File: src/rtl/pyjamask96_stream_master.sv
// pyjamask96_stream_master
//
// Streams one 96-bit block plus a 128-bit key into a byte-serial Pyjamask-96
// core, fires the core, then gathers its 12 result bytes into a 96-bit word
// that is held until the host takes it.
//
// Ports
//   clk, reset_n               rising-edge clock, async active-low reset
//   blk_valid/blk_ready        block handshake (ready only in IDLE)
//   blk_text[95:0]             plaintext, byte i = bits [8i+7:8i]
//   blk_key[127:0]             key, byte i = bits [8i+7:8i]
//   load, start                core control strobes
//   byte_in, byte_key_in       core byte inputs (0 outside SEND)
//   core_valid, core_byte_out  core result byte stream
//   res_valid/res_ready        result handshake (valid only in HOLD)
//   res_text[95:0]             ciphertext, byte i = bits [8i+7:8i]
//   busy                       high in every state except IDLE
//   err                        one-cycle timeout pulse
//
// Configuration
//   PYJ96_STREAM_TIMEOUT_EN    when defined, a 10-bit watchdog aborts WAIT/COLLECT
//                              after 1023 cycles and pulses err; otherwise err = 0
//                              and the block waits for the core indefinitely.

module pyjamask96_stream_master (
    input  logic         clk,
    input  logic         reset_n,
    input  logic         blk_valid,
    output logic         blk_ready,
    input  logic [95:0]  blk_text,
    input  logic [127:0] blk_key,
    output logic         load,
    output logic         start,
    output logic [7:0]   byte_in,
    output logic [7:0]   byte_key_in,
    input  logic         core_valid,
    input  logic [7:0]   core_byte_out,
    output logic         res_valid,
    input  logic         res_ready,
    output logic [95:0]  res_text,
    output logic         busy,
    output logic         err
);

    typedef enum logic [2:0] {IDLE, SEND, KICK, WAIT, COLLECT, HOLD} state_t;

    state_t       state, state_nxt;
    logic [3:0]   k;          // SEND byte index
    logic [3:0]   j;          // next result byte index
    logic [95:0]  text_r;
    logic [127:0] key_r;
    logic [95:0]  res_r;
    logic         cap;        // capture a result byte this cycle
    logic         timeout;
    logic [127:0] text_ext;

`ifdef PYJ96_STREAM_TIMEOUT_EN
    logic [9:0]   tmo_cnt;
`endif

    // Text padded to 16 bytes so SEND bytes 12..15 read as zero.
    assign text_ext = {32'h0, text_r};

    always_comb begin
        state_nxt = state;
        timeout   = 1'b0;
`ifdef PYJ96_STREAM_TIMEOUT_EN
        if ((state == WAIT || state == COLLECT) && tmo_cnt == 10'd1023)
            timeout = 1'b1;
`endif
        cap = (state == WAIT || state == COLLECT) && core_valid && !timeout;

        case (state)
            IDLE:    if (blk_valid)             state_nxt = SEND;
            SEND:    if (k == 4'd15)            state_nxt = KICK;
            KICK:                               state_nxt = WAIT;
            WAIT:    if (cap)                   state_nxt = COLLECT;
            COLLECT: if (cap && j == 4'd11)     state_nxt = HOLD;
            HOLD:    if (res_ready)             state_nxt = IDLE;
            default:                            state_nxt = IDLE;
        endcase

        // The watchdog wins over any byte arriving on the same cycle.
        if (timeout)
            state_nxt = IDLE;
    end

    always_ff @(posedge clk or negedge reset_n) begin
        if (!reset_n) begin
            state  <= IDLE;
            k      <= 4'd0;
            j      <= 4'd0;
            text_r <= '0;
            key_r  <= '0;
            res_r  <= '0;
        end else begin
            state <= state_nxt;
            if (state == IDLE && blk_valid) begin
                text_r <= blk_text;
                key_r  <= blk_key;
            end
            k <= (state == SEND) ? k + 4'd1 : 4'd0;
            if (state == KICK)
                j <= 4'd0;
            else if (cap) begin
                res_r[{j, 3'b000} +: 8] <= core_byte_out;
                j <= j + 4'd1;
            end
        end
    end

`ifdef PYJ96_STREAM_TIMEOUT_EN
    // Cleared while in KICK so it reads 0 on the first WAIT cycle.
    always_ff @(posedge clk or negedge reset_n) begin
        if (!reset_n)
            tmo_cnt <= 10'd0;
        else if (state == KICK)
            tmo_cnt <= 10'd0;
        else if (state == WAIT || state == COLLECT)
            tmo_cnt <= tmo_cnt + 10'd1;
    end
    assign err = timeout;
`else
    assign err = 1'b0;
`endif

    assign blk_ready   = (state == IDLE);
    assign busy        = (state != IDLE);
    assign load        = (state == SEND);
    assign start       = (state == KICK);
    assign res_valid   = (state == HOLD);
    assign res_text    = res_r;
    assign byte_key_in = load ? key_r[{k, 3'b000} +: 8]    : 8'h00;
    assign byte_in     = load ? text_ext[{k, 3'b000} +: 8] : 8'h00;

endmodule

File: config.mk
export PLATFORM = sky130hd
export DESIGN_NAME = pyjamask96_stream_master
export DESIGN_NICKNAME = d
export VERILOG_FILES = /design/src/rtl/pyjamask96_stream_master.sv
export SDC_FILE = /design/constraint.sdc
export NUM_CORES = 1
export LEC_CHECK = 0
export CORE_MARGIN = 5
export CORE_UTILIZATION = 54
export CTS_CLUSTER_DIAMETER = 30
export DETAILED_ROUTE_END_ITERATION = 6
export HOLD_SLACK_MARGIN = 0.1
export PLACE_DENSITY = 0.93
export SLEW_MARGIN = 20
export SYNTH_ARGS = -nofsm -noshare
export SYNTH_HDL_FRONTEND = slang
export SYNTH_SLANG_ARGS = --single-unit
File: constraint.sdc
create_clock -name clk -period 4.65 [get_ports clk]
set_input_delay 0.93 -clock clk [delete_from_list [all_inputs] [get_ports clk]]
set_output_delay 0.93 -clock clk [all_outputs]
set_load 0.005 [all_outputs]
# == Word level (Yosys, flattened, before mapping) ==
# Cells that the tools add are included.
# totals
reg_bits,331
in_bits,237
out_inout_bits,118
# classes
add_sub_neg,3
eq_ne,12
n_shift,4
n_mux,12
bitwise_logic,1
n_reduce_logical,9
# ops
op,n
$shiftx 128x8->8,2
$bwmux 96,1
$shift 8x9->96 const A,1
$shiftx 8x9->96,1
$pmux 3 s6,1
$mux 8,2
$mux 3,5
$mux 4,3
$neg 7->9,1
$add 4x1->4 const B,2
$eq 4x4->1 const B,2
$eq 3x2->1 const B,2
$eq 3x3->1 const B,2
$ne 2x1->1 const B,3
$reduce_and 5->1,1
$ne 2x2->1 const B,2
$eq 3x1->1 const B,1
$logic_and 1x1->1,3
$logic_not 3->1,1
$reduce_bool 3->1,1
$reduce_and 2->1,1
$reduce_bool 2->1,1
$logic_or 1x1->1,1
$not 1->1,1

# == Longest topological paths before layout ==
# Gate-level depths: netlist of run 1.
# logic_depth
word_depth,6
mapped_depth,8

# == Worst setup path before layout of run 1 ==
# Ideal clock, no wire load.
# synth_timing
kind,register -> output
startpoint,register k[0]
endpoint,output byte_key_in[0]
t_arrival_ns,1.707
required_time_ns,3.720
slack_ns,2.013
stages_incl_launch_ff,6
n_path_buf,2
path_cell_list,dfrtp_1 > buf_4 > buf_1 > mux4_2 > a22oi_1 > nand2_1
# synth_via
elab_chain_len,2
# synth_rtl
element,line,text
"start, declared",48,logic [3:0] k;
"start signal, assigned",102,k <= (state == SEND) ? k + 4'd1 : 4'd0;
$shiftx 128x8->8,133,"assign byte_key_in = load ? key_r[{k, 3'b000} +: 8] : 8'h00;"
$mux 8,133,
"end, declared",35,"output logic [7:0] byte_key_in,"
# No other way between the ends.

# == Worst setup path in the final report of run 1 ==
# layout_timing
startpoint,register state[0]
endpoint,output byte_key_in[7]
# layout_via
elab_chain_len,2
# layout_rtl
element,line,text
"start, declared",47,"state_t state, state_nxt;"
"start signal, assigned",97,state <= state_nxt;
$eq 3x1->1,129,assign load = (state == SEND);
$mux 8,133,
# No other way between the ends.

==> metrics.txt, run 1 <==
Initial Util between 50% and 60%; crit path DAT roughly 3500 ps; most common cell after layout, fill and taps aside clkdlybuf4s50_1; core area between 20000 and 30000 µm²; synth-to-layout area growth 41.74%; Async S/R FF share, synth 100.0%; Hold Crit Class primary input to async pin; final period utilization 95.56%; Unique masters post-synth 50; Final TNS setup 0 ps; final hold slack around 330 ps; via/cell ratio 5.966; slowest cell on the critical path dfrtp_1; critical path depth 7; Rel. slew slack 35.43%; WS Path Type flop to output pin; Max stage delay on crit path 610 ps; IO Port Bufs 353; Synth Flop Type dfrtp_1; antenna violations before repair 4; Clock H-tree levels 3; pre-CTS setup slack roughly 900 ps; outcome finished, final reports clean; Max VDD drop roughly 0.00047 V; DRC Markers 0; RD Place Congestion between 0.8 and 0.9; Cells after Synth between 900 and 1000; insertion delay to the later sink of the worst-skew pair about 560 ps; Die Span X between 150 and 200 µm; clk_skew 39.12 ps; first-pass GRT wire length roughly 70000 µm; crit path buf inv count 2; Total GRT Usage between 20% and 30%; CP endpoint kind output pin; # Post-CTS Setup Buffers 0; post-cts hold buffer count 0; cts bufs inserted 66; Die ar. around 30000 µm²; clock transition at the registers of the reported paths about 40 ps; Synth Register Bits around 330; Worst-Margin Slew between 900 and 1000 ps; via count 10420; critical path launch point type flop; Post-Syn Area around 15000 µm²; Required @ worst endpoint approximately 3700 ps; post_cts resized 0; CTS tree built; Synthesized Nets ~1200; layout cells sized above 1 between 30% and 40%; Fmax achieved 225.1 MHz; RSZ-0062 raised after global routing false; CP cell instances nand3b_4 -> inv_2 -> nand2b_1 -> a311oi_1 -> o21ai_0 -> nand2_1 -> clkdlybuf4s50_1; TritonRoute pass-1 iters 5; synthesized area per cell 15.22 µm²; Reg2Reg Depth 7; PD cells around 650 nW/µm²; most frequent cells in the layout clkdlybuf4s50_1, dfrtp_1, mux2_2; DP Wirelength just under 30000 µm; initial drt markers approximately 780; Final ANT Viol Nets 0; Worst path top cell family by delay buffers and inverters; Yosys warning count 0; Max FO, Critical Path 15; Seq/Total Area, Yosys between 50% and 60%; number of global-route vias before repair around 12000; clk root buf clkbuf_16; Final Max Tran Viols 0; I/O pin count between 300 and 400; die height between 150 and 200 µm; DR WL/cell 26.21 µm; Leak just under 9 nW; Tmin final about 4400 ps; total power ~14 mW; Clock Tree Buf Depth 3; total grt overflow 0; Routed WL roughly 46000 µm; Row Count 60; final setup vio count 0; Sink Count around 330; count of final hold-check violations 0; max-cap violations 0; Final nets ~1600; final setup margin roughly 210 ps; Post-synth EDFFs 0; pin count of the biggest net entering global routing 123
-- metrics by stage --
step                utilization [%]  std cells  cell area (µm²)
global placement              68.57       1619            18480
detailed placement            68.57       1619            18480
CTS                           77.53       1741            20900
floorplan                         -        969            14750
finish                        77.59       1747            20910
global route                  77.57       1745            20910
-- cells by family after synthesis --
kind of cell	after synthesis	share of synthesized area, %
compound gates	58	2.689
xor+xnor	5	0.2968
buf+inv	65	2.892
other cells	1	0.02542
flops	331	56.14
fa+ha+maj	4	0.3393
mux	385	32.91
simple gates	120	4.707
-- final cells by class --
type / count / area [µm²]
sequential: 331 / 8288
antenna: 6 / 15.01
timing repair buffer: 367 / 3694
clock buffer: 80 / 1794
multi-input combinational: 573 / 6046
fill: 1401 / 6041
tap: 341 / 426.7
clock inverter: 42 / 620.6
inverter: 7 / 26.28
-- routing by layer --
metal  up-vias  part of all wire, %  routed length (µm)  global-route usage (%)
met5         -                    0                   0                       0
met4         0                  4.9                2261                   14.44
met3       145                  7.8                3564                   7.297
met2       603                   51               23330                   50.33
met1      5339                   36               16630                   34.96
li1       4335                    -                   -                       -
-- worst paths after layout --
path                                                from                        to  slack (ps)
worst max register to register          j[0]$_DFFE_PN0P_  res_text[31]$_DFFE_PN0P_        1550
min in group clk                res_text[33]$_DFFE_PN0P_  res_text[33]$_DFFE_PN0P_         500
worst min-delay path                             reset_n  res_text[41]$_DFFE_PN0P_         330
worst min register to register  res_text[33]$_DFFE_PN0P_  res_text[33]$_DFFE_PN0P_         500
worst max-delay path                state[0]$_DFFE_PN0P_            byte_key_in[7]         210
max in group asynchronous                        reset_n     key_r[29]$_DFFE_PN0P_        3220
-- flip-flops by register name, summed over array words and instances, names as in the netlist --
signal,count
state,3
key_r,128
k,4
text_r,96
j,4
res_text,96
-- cells in the mapped netlist, types with 2 or more instances --
cell type | number | area share [%]
and3_1 | 17 | 0.72
a21oi_1 | 13 | 0.44
nor2b_1 | 19 | 0.81
nand2_1 | 13 | 0.33
buf_2 | 14 | 0.47
or3_1 | 2 | 0.085
a211oi_1 | 8 | 0.41
a31o_2 | 2 | 0.12
nor2_1 | 29 | 0.74
dfrtp_1 | 331 | 56
o21ai_0 | 11 | 0.37
ha_1 | 4 | 0.34
nand2b_1 | 4 | 0.17
or2_2 | 2 | 0.085
xnor2_1 | 4 | 0.24
mux2_1 | 8 | 0.61
mux2_2 | 312 | 24
nand2_2 | 2 | 0.085
mux2i_1 | 17 | 1.2
buf_1 | 4 | 0.10
mux4_2 | 48 | 7.3
buf_6 | 19 | 1.5
inv_1 | 4 | 0.10
clkbuf_1 | 15 | 0.38
and2_1 | 11 | 0.47
nor2_2 | 5 | 0.21
a311oi_1 | 8 | 0.47
nor3_1 | 3 | 0.10
buf_4 | 6 | 0.31
a22oi_1 | 8 | 0.41
nand3_1 | 4 | 0.14
o211ai_1 | 2 | 0.10
inv_2 | 3 | 0.076
-- where the power goes --
| group | internal, mW | switching (mW) |
|---|---|---|
| clock network | 3.41 | 1.66 |
| logic | 2.22 | 1.50 |
| registers | 4.02 | 0.857 |
| total | 9.65 | 4.02 |
Power figures use the tool's default switching activity.
==> run 2: changes to the inputs <==
--- a/config.mk
+++ b/config.mk
@@ -8,6 +8,7 @@
 export CORE_MARGIN = 5
 export CORE_UTILIZATION = 54
 export CTS_CLUSTER_DIAMETER = 30
+export CTS_CLUSTER_SIZE = 12
 export DETAILED_ROUTE_END_ITERATION = 6
 export HOLD_SLACK_MARGIN = 0.1
 export PLACE_DENSITY = 0.93
==> results of run 2 <==
Final layout, timing and power as in run 1 (identical DEF).
==> run 3: changes to the inputs <==
--- a/config.mk
+++ b/config.mk
@@ -10,7 +10,7 @@
 export CTS_CLUSTER_DIAMETER = 30
 export CTS_CLUSTER_SIZE = 12
 export DETAILED_ROUTE_END_ITERATION = 6
-export HOLD_SLACK_MARGIN = 0.1
+export GPL_ROUTABILITY_DRIVEN = 0
 export PLACE_DENSITY = 0.93
 export SLEW_MARGIN = 20
 export SYNTH_ARGS = -nofsm -noshare
==> results of run 3 <==
Final layout, timing and power as in run 1 (identical DEF).
